## src/rtl/dbf_scan_seq.sv

```systemverilog
// Per-scan-line sequencer for the DBF channel array: LUT load, transmit window,
// receive window with dynamic-focus zone stepping, then an inter-line gap.
module dbf_scan_seq #(
  parameter int ADDR_WD   = 8,
  parameter int LUT_DEPTH = 256,
  parameter int TX_LEN    = 64,
  parameter int RX_LEN    = 4096,
  parameter int ZONE_LEN  = 256,
  parameter int LINE_GAP  = 16,
  parameter int NUM_LINES = 128,
  parameter int CNT_WD    = 16
) (
  input  logic               clk,
  input  logic               rst_n,
  input  logic               arm,
  input  logic               abort,
  output logic               tx_en,
  output logic               start,
  output logic [ADDR_WD-1:0] dbf_lut_addr,
  output logic               dbf_lut_we,
  output logic [CNT_WD-1:0]  line_idx,
  output logic               busy,
  output logic               frame_done
);

  localparam logic [2:0] S_IDLE = 3'd0;
  localparam logic [2:0] S_LOAD = 3'd1;
  localparam logic [2:0] S_TX   = 3'd2;
  localparam logic [2:0] S_RX   = 3'd3;
  localparam logic [2:0] S_GAP  = 3'd4;

  localparam logic [ADDR_WD-1:0] ADDR_MAX  = ADDR_WD'(LUT_DEPTH - 1);
  localparam logic [CNT_WD-1:0]  LOAD_LAST = CNT_WD'(LUT_DEPTH - 1);
  localparam logic [CNT_WD-1:0]  TX_LAST   = CNT_WD'(TX_LEN - 1);
  localparam logic [CNT_WD-1:0]  RX_LAST   = CNT_WD'(RX_LEN - 1);
  localparam logic [CNT_WD-1:0]  ZONE_LAST = CNT_WD'(ZONE_LEN - 1);
  localparam logic [CNT_WD-1:0]  GAP_LAST  = CNT_WD'(LINE_GAP - 1);
  localparam logic [CNT_WD-1:0]  LINE_LAST = CNT_WD'(NUM_LINES - 1);

  logic [2:0]        state;
  logic [CNT_WD-1:0] cnt;   // cycles spent in the current state
  logic [CNT_WD-1:0] zcnt;  // receive samples within the current focal zone

  // Outputs are driven alongside the state transition so every output is a flop.
  always_ff @(posedge clk or negedge rst_n) begin
    if (!rst_n) begin
      state        <= S_IDLE;
      cnt          <= '0;
      zcnt         <= '0;
      tx_en        <= 1'b0;
      start        <= 1'b0;
      dbf_lut_addr <= '0;
      dbf_lut_we   <= 1'b0;
      line_idx     <= '0;
      busy         <= 1'b0;
      frame_done   <= 1'b0;
    end else begin
      frame_done <= 1'b0;
      if (abort && state != S_IDLE) begin
        state        <= S_IDLE;
        cnt          <= '0;
        zcnt         <= '0;
        tx_en        <= 1'b0;
        start        <= 1'b0;
        dbf_lut_addr <= '0;
        dbf_lut_we   <= 1'b0;
        line_idx     <= '0;
        busy         <= 1'b0;
      end else begin
        case (state)
          S_IDLE: begin
            if (arm && !abort) begin
              state        <= S_LOAD;
              cnt          <= '0;
              dbf_lut_we   <= 1'b1;
              dbf_lut_addr <= '0;
              busy         <= 1'b1;
            end
          end
          S_LOAD: begin
            if (cnt == LOAD_LAST) begin
              state        <= S_TX;
              cnt          <= '0;
              dbf_lut_we   <= 1'b0;
              dbf_lut_addr <= '0;
              tx_en        <= 1'b1;
            end else begin
              cnt          <= cnt + 1'b1;
              dbf_lut_addr <= dbf_lut_addr + 1'b1;
            end
          end
          S_TX: begin
            if (cnt == TX_LAST) begin
              state        <= S_RX;
              cnt          <= '0;
              zcnt         <= '0;
              tx_en        <= 1'b0;
              start        <= 1'b1;
              dbf_lut_addr <= '0;
            end else begin
              cnt <= cnt + 1'b1;
            end
          end
          S_RX: begin
            if (cnt == RX_LAST) begin
              state        <= S_GAP;
              cnt          <= '0;
              zcnt         <= '0;
              start        <= 1'b0;
              dbf_lut_addr <= '0;
            end else begin
              cnt <= cnt + 1'b1;
              // Zone address holds at the last LUT entry rather than wrapping.
              if (zcnt == ZONE_LAST) begin
                zcnt <= '0;
                if (dbf_lut_addr != ADDR_MAX) dbf_lut_addr <= dbf_lut_addr + 1'b1;
              end else begin
                zcnt <= zcnt + 1'b1;
              end
            end
          end
          S_GAP: begin
            if (cnt == GAP_LAST) begin
              cnt <= '0;
              if (line_idx != LINE_LAST) begin
                state        <= S_LOAD;
                line_idx     <= line_idx + 1'b1;
                dbf_lut_we   <= 1'b1;
                dbf_lut_addr <= '0;
              end else begin
                state      <= S_IDLE;
                line_idx   <= '0;
                busy       <= 1'b0;
                frame_done <= 1'b1;
              end
            end else begin
              cnt <= cnt + 1'b1;
            end
          end
          default: begin
            state        <= S_IDLE;
            cnt          <= '0;
            zcnt         <= '0;
            tx_en        <= 1'b0;
            start        <= 1'b0;
            dbf_lut_addr <= '0;
            dbf_lut_we   <= 1'b0;
            line_idx     <= '0;
            busy         <= 1'b0;
          end
        endcase
      end
    end
  end

endmodule

```

## config.mk

```make
export PLATFORM = sky130hd
export DESIGN_NAME = dbf_scan_seq
export DESIGN_NICKNAME = d
export VERILOG_FILES = /design/src/rtl/dbf_scan_seq.sv
export SDC_FILE = /design/constraint.sdc
export NUM_CORES = 1
export LEC_CHECK = 0
export CORE_UTILIZATION = 30
export CTS_BUF_LIST = sky130_fd_sc_hd__clkbuf_16
export CTS_CLUSTER_DIAMETER = 120
export DETAILED_ROUTE_END_ITERATION = 10
export GPL_TIMING_DRIVEN = 0
export SLEW_MARGIN = 30
export SYNTH_ARGS = -nofsm -noshare
export SYNTH_HDL_FRONTEND = slang
export SYNTH_SLANG_ARGS = --single-unit
```

## constraint.sdc

```tcl
create_clock -name clk -period 3.2 [get_ports clk]
set_input_delay 0.64 -clock clk [delete_from_list [all_inputs] [get_ports clk]]
set_output_delay 0.64 -clock clk [all_outputs]
set_load 0.01 [all_outputs]
```

# == After elaboration in Yosys (flattened, before gate mapping) ==
# Index checks and enable logic that the tools add are counted.
# word_totals
ff_bits,64
input_bits,4
output_inout_bits,29
# op_classes
add_sub_neg,4
n_eq_ne,25
n_mux,56
reduce_logical,18
# op_table
operator,count
$mux 16,13
$pmux 16 s5,1
$mux 8,9
$add 16x1->16 const B,3
$pmux 16 s3,1
$pmux 8 s5,1
$eq 16x8->1 const B,2
$pmux 16 s2,1
$ne 3x3->1 const B,7
$mux 1,19
$mux 3,6
$eq 16x12->1 const B,1
$eq 16x4->1 const B,1
$eq 16x6->1 const B,1
$ne 16x7->1 const B,1
$pmux 3 s5,1
$ne 2x1->1 const B,5
$reduce_and 5->1,2
$pmux 1 s3,3
$reduce_or 3->1,3
$add 8x1->8 const B,1
$ne 4x4->1 const B,2
$ne 8x8->1 const B,1
$eq 3x2->1 const B,2
other kinds (13),16

# == Depth between registers and ports, before layout ==
# logic_depth
depth_word,6
depth_mapped,9
depth_no_buf,7

# == Worst setup path after synthesis ==
# Ideal clock, no wire load.
# synth_path
path_kind,register to register
startpoint,register zcnt[10]
endpoint,register dbf_lut_addr[6]
setup_ns,0.101
t_arrival_ns,2.469
slack_ns,0.630
path_stages_with_launch,9
path_buffers,2
path_cell_list,dfrtp_1 > or4_1 > or4_1 > buf_2 > o211ai_2 > nand4_4 > or2_0 > buf_2 > o311ai_2
# synth_via
elab_chain_len,3
# synth_rtl
item,line_no,text
"start, declared",42,logic [CNT_WD-1:0] zcnt;
"start signal, assigned",118,zcnt <= zcnt + 1'b1;
$eq 16x8->1,114,if (zcnt == ZONE_LAST) begin
$ne 4x4->1 (no line),--,
$reduce_and 6->1 (no line),--,
"end signal, assigned",89,dbf_lut_addr <= dbf_lut_addr + 1'b1;
"end signal, assigned",116,if (dbf_lut_addr != ADDR_MAX) dbf_lut_addr <= dbf_lut_addr + 1'b1;
"end, declared",19,"output logic [ADDR_WD-1:0] dbf_lut_addr,"
# No other way between the ends.
# A chain may end at the register's enable or synchronous reset.

# == Final worst setup path ==
# layout_path
startpoint,register cnt[13]
endpoint,register cnt[6]
# layout_via
elab_chain_len,4
elab_cells_between_ends,10
# layout_rtl
item,line_no,text
"start, declared",41,logic [CNT_WD-1:0] cnt;
"start signal, assigned",88,cnt <= cnt + 1'b1;
"start signal, assigned",101,cnt <= cnt + 1'b1;
"start signal, assigned",112,cnt <= cnt + 1'b1;
"$eq 16x4->1, or another cell as far along",123,if (cnt == GAP_LAST) begin
$mux 16 (on tied branches),--,
$pmux 16 s5 *,70,case (state)
$mux 16 *,59,if (abort && state != S_IDLE) begin
# Mark *: on every way between the ends. The rest lies on a longest branch, timed or not.

==> run metrics <==
clock power share=33.2%; wire per inst=13.8 um; CTS H-Tree Depth=3; DR DRC count=0; fin nets=442; Int Pwr=0.00165 W; most frequent cell after synthesis=dfrtp_1; dominant cells by area after synthesis=dfrtp_1, nor2_1, o21ai_0; setup_tns=0 ps; Slew Limit Fails=0; RePlAce Congestion=0.812; Final Hold Viols=0; outcome=finished, final reports clean; Cell Area, Synth=3510 um^2; Leak Pwr=1.78 nW; Tcrit/Tclk final=90.3%; Area growth syn-to-layout=21.6%; worst vdd ir=0.330 mV; Register-to-Register Path Depth=8; Die Area=12,200 um^2; top cells by count, synth=dfrtp_1, nor2_1, o21ai_0; port bufs=32; CTS tree=built; clock net sink count=64; final setup vio count=0; Startpoint Class=flip-flop; EDFF count, synth=0; Clk pin slew, worst setup/hold paths=50 ps; latest clock arrival within the worst-skew pair=330 ps; share of layout cells above drive strength 1=6.85%; Slew @ Worst Pin=815 ps; root buffer cell=clkbuf_16; FP Rows=39; GRT Residual Overflow=0; width of the die=110 um; core footprint=11,400 um^2; Async SR Flop Fraction=100%; RSZ-0062 raised after global routing=false; post-synth top area share=45.6%; Sw Share=33.3%; DRT iter0 DRCs=212; Critical Path Sink Type=flip-flop; WP data arrival=3100 ps; number of global-route vias before repair=2,848; initial antenna violation count=0; Die Y=110 um; Yosys top cell by area=dfrtp_1; DR vias=2,999; Seq pwr share=37.7%; starting density of the core=30.8%; worst-path fanout max=10; antenna cell count=0; Avg Cell Area, Syn=8.99 um^2; sw power=0.000824 W; Highest Clock Rate=346 MHz; Synth Instances=391; yosys warns=0; Final min period=2890 ps; synthesized net count=399; CTS buffer count=9; # Post-CTS Setup Buffers=0; Comb pwr share=29.1%; Clock Tree Buf Depth=2; design area=4280 um^2; largest net degree at the start of global routing=34; Post-DP Area=4030 um^2; pwr/cell area=579 nW/um^2; gr usage total=14.5%; ys flop type=dfrtp_1; post-layout util=37.4%; first-pass GRT wire length=13,800 um; power consumption=0.00248 W; clock skew=4.75 ps; total routed wirelength=8010 um; Synth cell types=51; register area share after synthesis=45.6%; HP Class=in -> async; WP data required=3410 ps; Initial DRT Pass Iterations=4; flip-flop and latch count after synthesis=64; number of antenna-violating nets in the routed design=0; I/O pins=33; via/cell ratio=5.16; post_cts resized=0; Slew headroom=45.0%; WS Path Type=reg -> reg; HPWL Detailed=5790 um; hold-fix buffers at CTS=0; max-cap violation count=0
layer usage:
layer,part of all wire (%),up-vias,GRT usage [%]
met4,1.2,0,4.61
li1,-,1513,-
met2,45,40,21.1
met5,0,-,0
met1,50,1437,20.6
met3,3.3,9,4.06
area by class of cell:
class                   instances  area [um^2]
well taps                     143          179
inverters                       4         15.0
fillers                      1157         7140
plain buffers                  16         77.6
repair buffers                 33          338
multi-input cells             306         1820
clock inverters                 6         22.5
clock buffers                   9          225
flip-flops and latches         64         1600
cells in the final DEF (no fill, tap or decap), types with 2 or more instances in the layout:
cell / count
buf_4: 2
clkdlybuf4s50_1: 31
nand2_1: 34
clkbuf_16: 9
o22ai_1: 2
and3_1: 13
inv_1: 8
nor2b_1: 5
a21oi_1: 14
clkinv_1: 2
a22o_1: 3
nand2b_1: 9
nor4_1: 6
nand3_1: 26
or3_1: 3
or4_1: 7
xnor2_1: 12
a21o_1: 2
xor2_1: 12
o31ai_1: 8
a211oi_1: 2
o21ai_0: 35
and4_1: 5
ha_1: 4
o41ai_1: 2
nor2_1: 51
a31o_2: 2
mux2_2: 3
buf_2: 5
clkbuf_1: 9
or2_2: 2
nand4_1: 12
nor3_1: 10
a221oi_1: 2
a31oi_1: 3
dfrtp_1: 64
per-stage QoR:
step / worst slack [ps] / hold slack [ps] / instances
4_1_cts: 190 / 261 / 582
2_1_floorplan: 630 / 344 / 391
5_1_grt: 107 / 293 / 581
3_5_place_dp: -148 / 507 / 567
3_3_place_gp: -708 / 502 / 566
6_report: 310 / 252 / 581
critical path, cell delays in order, from the launching register on:
cell     delay [ps]
dfrtp_1         410
or4_1           590
or4_4           590
a22oi_1         240
buf_2           250
and3_1          170
buf_2           200
buf_2           250
nor2_1           70
sequential cells by signal (all words and copies together), names as in the netlist:
signal        cells
start             1
busy              1
state             3
zcnt             16
frame_done        1
line_idx         16
dbf_lut_addr      8
tx_en             1
dbf_lut_we        1
cnt              16
path summary, 6_finish.rpt:
check / from / end / slack, ps
min reg2reg: busy / busy / 510
min in group clk: busy / busy / 510
max: cnt[13] / cnt[6] / 310
min: rst_n / zcnt[8] / 250
max in group asynchronous: rst_n / line_idx[9] / 2420
max reg2reg: cnt[13] / cnt[6] / 310
logic make-up after synthesis:
group                      count (synthesis)  share of synthesized area, %
AOI/OAI and AO/OA                         83                          15.0
xor gates and xnor gates                  24                          5.98
adders and majority gates                  5                          1.71
buffers and inverters                     21                          2.74
DFF                                       64                          45.6
muxes                                      3                         0.961
and+or+nand+nor                          191                          28.1
power groups by stage:
stage / Sequential (W) / Combinational, W / Clock [W]
finish: 0.000935 / 0.000720 / 0.000823
detailed placement: 0.000947 / 0.000724 / 0
floorplan: 0.000951 / 0.000477 / 0
global placement: 0.000945 / 0.000711 / 0
global route: 0.000944 / 0.000817 / 0.000884
CTS: 0.000935 / 0.000725 / 0.000849
(Power assumes the default switching activity.)
